$ cat config.mk
export PLATFORM = sky130hd
export DESIGN_NAME = mdu
export DESIGN_NICKNAME = d
export VERILOG_FILES = /design/src/rtl/mdu_pkg.sv /design/src/rtl/mdu_cnt.sv /design/src/rtl/mdu.sv
export SDC_FILE = /design/constraint.sdc
export NUM_CORES = 2
export LEC_CHECK = 0
export CORE_MARGIN = 3
export CORE_UTILIZATION = 55
export CTS_BUF_LIST = sky130_fd_sc_hd__clkbuf_2 sky130_fd_sc_hd__clkbuf_4 sky130_fd_sc_hd__clkbuf_8
export CTS_CLUSTER_DIAMETER = 40
export DETAILED_ROUTE_END_ITERATION = 8
export PLACE_DENSITY = 0.72
export SETUP_SLACK_MARGIN = 0.1
export SLEW_MARGIN = 5
export SYNTH_ARGS = -nofsm -noshare
export SYNTH_HDL_FRONTEND = slang
export SYNTH_SLANG_ARGS = --single-unit
$ cat constraint.sdc
create_clock -name clk -period 8.85 [get_ports clk]
set_clock_uncertainty 0.1 [all_clocks]
set_input_delay 1.77 -clock clk [delete_from_list [all_inputs] [get_ports clk]]
set_output_delay 1.77 -clock clk [all_outputs]
set_load 0.05 [all_outputs]
$ cat src/rtl/mdu_pkg.sv
// Shared definitions for the multiply/divide unit: op encodings, default
// busy latencies and the raw-code decoder.
package mdu_pkg;

  typedef enum logic [3:0] {
    OP_NONE  = 4'd0,
    OP_MULT  = 4'd1,
    OP_MULTU = 4'd2,
    OP_DIV   = 4'd3,
    OP_DIVU  = 4'd4,
    OP_MFHI  = 4'd5,
    OP_MFLO  = 4'd6,
    OP_MTHI  = 4'd7,
    OP_MTLO  = 4'd8
  } op_e;

  localparam int MULT_CYCLES_DEF = 5;
  localparam int DIV_CYCLES_DEF  = 10;

  // Codes above the last listed op behave as OP_NONE.
  function automatic op_e decode_op(input logic [3:0] raw);
    if (raw <= 4'd8) return op_e'(raw);
    return OP_NONE;
  endfunction

endpackage

$ cat src/rtl/mdu_cnt.sv
// Loadable down-counter: busy while nonzero, done pulses in the last busy
// cycle so the owner can commit its result on that edge.
module mdu_cnt #(
  parameter int WIDTH = 4
) (
  input  logic             clk,
  input  logic             reset,
  input  logic             load,
  input  logic [WIDTH-1:0] load_val,
  output logic             busy,
  output logic             done
);

  logic [WIDTH-1:0] count;

  always_ff @(posedge clk) begin
    if (reset)
      count <= '0;
    else if (load)
      count <= load_val;
    else if (count != '0)
      count <= count - WIDTH'(1);
  end

  assign busy = (count != '0);
  assign done = (count == WIDTH'(1));

endmodule

$ cat src/rtl/mdu.sv
// HI/LO multiply/divide unit with fixed-latency mult and div.
// Define MDU_DIV_EN to build the divider; otherwise DIV/DIVU act as no-ops.
module mdu
  import mdu_pkg::*;
#(
  parameter int MULT_CYCLES = MULT_CYCLES_DEF,
  parameter int DIV_CYCLES  = DIV_CYCLES_DEF
) (
  input  logic        clk,
  input  logic        reset,
  input  logic        start,
  input  logic [3:0]  op,
  input  logic [31:0] A,
  input  logic [31:0] B,
  output logic        busy,
  output logic [31:0] MDU_out
);

  localparam int MAX_CYCLES = (MULT_CYCLES > DIV_CYCLES) ? MULT_CYCLES : DIV_CYCLES;
  localparam int CNT_W      = $clog2(MAX_CYCLES + 1);

  op_e              dec_op;
  op_e              op_q;
  logic             accept;
  logic             is_mul;
  logic             is_div;
  logic             load;
  logic             done;
  logic [CNT_W-1:0] load_val;
  logic [31:0]      a_q;
  logic [31:0]      b_q;
  logic [31:0]      hi;
  logic [31:0]      lo;
  logic [31:0]      hi_next;
  logic [31:0]      lo_next;
  logic [63:0]      ext_a;
  logic [63:0]      ext_b;
  logic [63:0]      product;

  always_comb begin
    dec_op = decode_op(op);
    accept = start && !busy;
    is_mul = (dec_op == OP_MULT) || (dec_op == OP_MULTU);
`ifdef MDU_DIV_EN
    is_div = (dec_op == OP_DIV) || (dec_op == OP_DIVU);
`else
    is_div = 1'b0;
`endif
    load     = accept && (is_mul || is_div);
    load_val = is_div ? CNT_W'(DIV_CYCLES) : CNT_W'(MULT_CYCLES);
  end

  mdu_cnt #(
    .WIDTH(CNT_W)
  ) u_cnt (
    .clk     (clk),
    .reset   (reset),
    .load    (load),
    .load_val(load_val),
    .busy    (busy),
    .done    (done)
  );

  // One 64x64 multiplier serves both flavours; sign extension selects MULT.
  always_comb begin
    ext_a   = {{32{(op_q == OP_MULT) && a_q[31]}}, a_q};
    ext_b   = {{32{(op_q == OP_MULT) && b_q[31]}}, b_q};
    product = ext_a * ext_b;
  end

`ifdef MDU_DIV_EN
  logic        neg_a;
  logic        neg_b;
  logic [31:0] dividend;
  logic [31:0] divisor;
  logic [31:0] quo;
  logic [31:0] rem;
  logic [31:0] div_lo;
  logic [31:0] div_hi;

  // Signed division runs on magnitudes through the shared unsigned divider.
  always_comb begin
    neg_a    = (op_q == OP_DIV) && a_q[31];
    neg_b    = (op_q == OP_DIV) && b_q[31];
    dividend = neg_a ? -a_q : a_q;
    divisor  = neg_b ? -b_q : b_q;
    quo      = (divisor != '0) ? dividend / divisor : '0;
    rem      = (divisor != '0) ? dividend % divisor : '0;
    div_lo   = (neg_a ^ neg_b) ? -quo : quo;
    div_hi   = neg_a ? -rem : rem;
  end
`endif

  always_comb begin
    hi_next = hi;
    lo_next = lo;
    case (op_q)
      OP_MULT, OP_MULTU: begin
        hi_next = product[63:32];
        lo_next = product[31:0];
      end
`ifdef MDU_DIV_EN
      OP_DIV, OP_DIVU: begin
        if (b_q != '0) begin
          hi_next = div_hi;
          lo_next = div_lo;
        end
      end
`endif
      default: ;
    endcase
  end

  // Accept and done never coincide because done only fires while busy.
  always_ff @(posedge clk) begin
    if (reset) begin
      hi   <= '0;
      lo   <= '0;
      a_q  <= '0;
      b_q  <= '0;
      op_q <= OP_NONE;
    end else begin
      if (accept && dec_op == OP_MTHI) hi <= A;
      if (accept && dec_op == OP_MTLO) lo <= A;
      if (load) begin
        a_q  <= A;
        b_q  <= B;
        op_q <= dec_op;
      end
      if (done) begin
        hi <= hi_next;
        lo <= lo_next;
      end
    end
  end

  always_comb begin
    MDU_out = '0;
    if (dec_op == OP_MFHI)
      MDU_out = hi;
    else if (dec_op == OP_MFLO)
      MDU_out = lo;
  end

endmodule
* After elaboration in Yosys (flattened, before gate mapping)
Cells that the tools add are included.
** Cells by class
- Add/sub/neg operators :: 1
- Multiply operators :: 1
- $lt $le $gt $ge :: 1
- Equal/unequal tests :: 10
- Muxes and demuxes :: 13
- Reductions and logical operators :: 16
** Operators with widths (count)
- $mux 32 :: 8
- $mul 33x33->64 :: 1
- $eq 4x1->1 const B :: 3
- $eq 4x3->1 const B :: 3
- $eq 4x2->1 const B :: 2
- $mux 4 :: 2
- $logic_and 1x1->1 :: 6
- $mux 3 :: 2
- $reduce_bool 2->1 :: 3
- $eq 4x4->1 const B :: 1
- $le 4x4->1 const B :: 1
- $reduce_and 2->1 :: 2
- $reduce_bool 4->1 :: 1
- $reduce_or 2->1 :: 2
- $sub 4x1->4 const B :: 1
- $ne 2x1->1 const B :: 1
- $logic_not 1->1 :: 1
- $logic_or 1x1->1 :: 1
- $mux 1 :: 1
** Word-level totals
- Bits in registers :: 136
- Output and inout bits :: 33
- Word-level logic and storage cells :: 49

* Logic depth before layout (Yosys ltp)
- Word-level depth :: 7
- Depth in mapped cells :: 31

* Modules after synthesis
Synthesis repeated with hierarchy kept, for this count alone.
** Second synthesis, totals
- Cell total of the unflattened synthesis :: 4927
- Area total of the unflattened synthesis :: 43818.3 um^2
** Modules (own cells, without submodules)
- mdu :: times used 1, cells each 4899, area each 43568.0 um^2, seq. area each 2642.5 um^2
- mdu_cnt :: times used 1, cells each 28, area each 250.2 um^2, seq. area each 80.1 um^2

* Worst setup path before layout
Ideal clock, no wire load.
- Path kind :: register -> register
- From :: register op_q[1]
- To :: register hi[30]
- Arrival time :: 8442 ps
- Required time :: 8635 ps
- Path slack :: 193 ps
- Cell stages (with the launch flop) :: 32
- Clock period less this slack :: 8657 ps
- Cell sequence :: dfxtp_1 > nor4b_1 > and2_1 > clkbuf_1 > nand2_1 > inv_1 > fa_1 > inv_1 > fa_1 > inv_1 > fa_1 > fa_1 > inv_1 > fa_1 > inv_1 > fa_1 > inv_1 > fa_1 > fa_1 > inv_1 > ha_1 > clkbuf_1 > nand2_1 > o211ai_1 > a21oi_1 > o221ai_1 > a21oi_1 > a2bb2oi_1 > o31ai_2 > o221a_4 > or4b_1 > and3_1
** Between the ends
- Longest elaborated chain between the ends :: 5
** RTL lines
- start: declaration :: RTL line mdu.sv:23 : op_e op_q;
- start signal: assignment :: RTL line mdu.sv:128 : op_q <= dec_op;
- $eq 4x1->1 :: RTL line mdu.sv:66, mdu.sv:67, mdu.sv:97
- $logic_and 1x1->1, on equally long branches :: RTL line mdu.sv:66, mdu.sv:67
- $mul 33x33->64 :: RTL line mdu.sv:68 : product = ext_a * ext_b;
- $mux 32 :: RTL line mdu.sv:97 : case (op_q)
- $mux 32 :: RTL line mdu.sv:130 : if (done) begin
- end signal: assignment :: RTL line mdu.sv:131 : hi <= hi_next;
- end: declaration :: RTL line mdu.sv:32 : logic [31:0] hi;
Parallel ways exist; a longest one is shown, timed or not. The select of a mux whose other input is x is not followed.
A chain may end at the register's enable or synchronous reset.

* Final worst setup path
- From :: register op_q[3]
- To :: register hi[30]
Same word-level chain as after synthesis.

==> results.toml <==
[worst_setup_path]
cp_max_fo = 7
r2r_start = "op_q[3]$_SDFFE_PP0P_"
r2r-end = "hi[30]$_SDFFE_PP0P_"
reg2reg_slack_ps = 430
slowest_delay_ps = 610
cpMostUsedCell = "fa_1"
critPathKind = "flip-flop to flip-flop"
startpoint_type = "flip-flop"
rr_worst_depth = 30
cpMaxStageDelayCell = "fa_2"
end_kind = "flip-flop"
cp_data_required_time_ps = 9110
cp.arrival_ps = 8680

[timing]
hold_slack_ps = 355
max_freq_mhz = 119
slew_viol_final = 0
setup_viol = 0
fin_tns_setup_ps = 0
fin_crit_sh = 0.951
tightest_slew_ps = 1090
fin_ws_ps = 435
max_slew_margin = 0.276
rsz0062_at_grt = "false"
finalCriticalPeriod_ps = 8420
finalHoldViolCount = 0

[synth]
yosysSeqAreaShare = 0.0626
ys_seq_elements = 136
synth.net_count = 6347
syn_area_mm2 = 0.0435
syn_area_per_cell_um2 = 8.80
yosysWarnings = 0
synth_area_leaders = "fa_1, inv_1, nand2_1"
ys.flop_type = "dfxtp_1"
synth-edff-count = 0
synth.top_cell.area_share = 0.518
syn_inst = 4937
ys_types = 67
async_flop_share = 0
yosysTopAreaCell = "fa_1"

[die]
die_h_um = 287
coreArea_mm2 = 0.0778
rows = 102
ioPinCount = 104
die_w_um = 287
die_area_mm2 = 0.0824
start_util = 0.558

[placement]
dp_cells = 5916
dp_hpwl_um = 96700
dp_slack_ps = 67.2
port_buffers = 103
placed_area_mm2 = 0.0460
gp_congestion = 0.943

[pwr]
p_leak_nw = 20.7
vdd_drop_max_mv = 0.137
power_density_mw_per_mm2 = 38.2

[cells_and_area]
instances_no_fill = 5953
final_nets = 6311
antenna_cells = 0
fillers = 6742
drive_gt1_frac = 0.0470
area_growth_pct = 6.95
final_area_mm2 = 0.0465

[global_route]
antenna_found_initial = 2
grt_max_degree = 81
grt_pass1_vias = 35687
grt_pass1_wl_um = 191000
gr-usage-all-layers = 0.299
grt_overflow = 0

[min_path]
worstHoldPathCells = 2
hold_end = "lo[29]$_SDFFE_PP0P_"
hold_path.class = "flip-flop to flip-flop"
hp-start = "lo[29]$_SDFFE_PP0P_"

[detailed_routing]
vias_per_cell = 5.57
route.vias.total = 33153
drt_iter0_drc = 2445
drc = 0
routed_wl_um = 118000
drt-pass1-iter-count = 6
drt-wirelength-per-cell_um = 19.9
ant_nets = 0

[clocking]
clockBufferDepth = 2
ctsHoldBuffers = 0
clock-sinks = 136
clk_latency_ps = 490
clk_pin_slew_ps = 80
cts_tree = "yes"
cts_buffers = 17
clock-root-buffer = "clkbuf_8"
h-tree-depth = 4

[run_status]
status = "complete, no violations"

[job]
drv_cap = 0
[cell usage after synthesis, drive strengths merged (3+ instances only)]
library cell  number
a211o              7
a211oi            10
a21o              21
a21oi            143
a221oi             6
a22o              32
a311oi            28
a31oi             20
a41oi              3
and2             290
and3              27
and4               3
buf                6
clkbuf           298
dfxtp            136
fa              1125
ha               214
inv             1151
mux2i              3
nand2            996
nand2b             8
nand3             22
nand3b             3
nand4             11
nor2             114
nor2b              8
nor3              24
nor3b              3
nor4               4
o211ai             7
o21a              15
o21ai             66
o21bai             6
o221ai             4
o31a               3
o31ai              5
or2               11
or3               11
xnor2             51
xor2              18
[stage by stage]
step | power (mW) | utilization
after floorplan | 1.01 | -
after global placement | 1.25 | 0.591
after detailed placement | 1.25 | 0.591
after CTS | 1.76 | 0.596
after global routing | 1.84 | 0.597
final | 1.78 | 0.597
[cell usage in the layout, fill, tap and decap left out, drive strengths merged, types with 51 or more instances in the layout]
cell type and instances:
a21oi 143, and2 290, buf 147, clkdlybuf4s50 102, dfxtp 136, fa 1125, ha 214, inv 1150
nand2 996, nor2 114, o21ai 66, xnor2 51
[where the power goes]
group	leakage, nW	total (mW)	switching [mW]	internal (mW)
Sequential	1.10	0.704	0.0534	0.651
Clock	0.193	0.524	0.274	0.251
Combinational	19.4	0.548	0.383	0.165
Total	20.7	1.78	0.710	1.07
[final cells by class]
class	instances	area (µm²)	area share
clock inverters	9	90.1	0.00194
clock buffers	22	290	0.00624
inverters	1151	4330	0.0932
well taps	1040	1300	0.0280
repair buffers	249	2380	0.0512
flip-flops and latches	136	2730	0.0588
multi-input cells	3346	35400	0.761
[critical path, delay by kind of cell (launching register included)]
kind	cells	cell delay [ps]
AO/OA/AOI/OAI	7	1370
flip-flops	1	340
AND/OR/NAND/NOR	6	1290
buffers and inverters	8	890
adder cells (fa/ha/maj)	9	4310
[metal layers]
| metal | up-vias | wire length, µm | GRT usage |
|---|---|---|---|
| met5 | - | 0 | 0 |
| met4 | 0 | 6550 | 0.142 |
| met3 | 347 | 7350 | 0.0290 |
| met1 | 17175 | 44000 | 0.371 |
| li1 | 14292 | - | - |
| met2 | 1339 | 60500 | 0.526 |
[what timing repair did]
action	4_1_cts	5_1_grt
buffers inserted	3	3
resized for setup	2	24
pin swaps	0	3
setup endpoints to repair	3	11
[logic make-up after synthesis]
kind of cell,after synthesis,synth area share
flops,136,0.0626
buf+inv,1455,0.126
mux,4,0.000950
xor+xnor,69,0.0139
simple gates,1540,0.157
fa+ha+maj,1339,0.580
compound gates,394,0.0598
[worst max path at each step]
stage	end	slack, ps	from	cells after the start
after detailed placement	hi[27]$_SDFFE_PP0P_	70	op_q[3]$_SDFFE_PP0P_	26
after floorplan	hi[30]$_SDFFE_PP0P_	190	op_q[1]$_SDFFE_PP0P_	31
final	hi[30]$_SDFFE_PP0P_	430	op_q[3]$_SDFFE_PP0P_	30
after global placement	hi[30]$_SDFFE_PP0P_	210	op_q[3]$_SDFFE_PP0P_	29
after CTS	hi[30]$_SDFFE_PP0P_	140	op_q[3]$_SDFFE_PP0P_	30
after global routing	hi[30]$_SDFFE_PP0P_	110	op_q[3]$_SDFFE_PP0P_	29
[state kept, by name, indices dropped and copies added, names as in the netlist]
name,cells
b_q,32
op_q,4
u_cnt.count,4
lo,32
hi,32
a_q,32
Power figures use the tool's default switching activity.
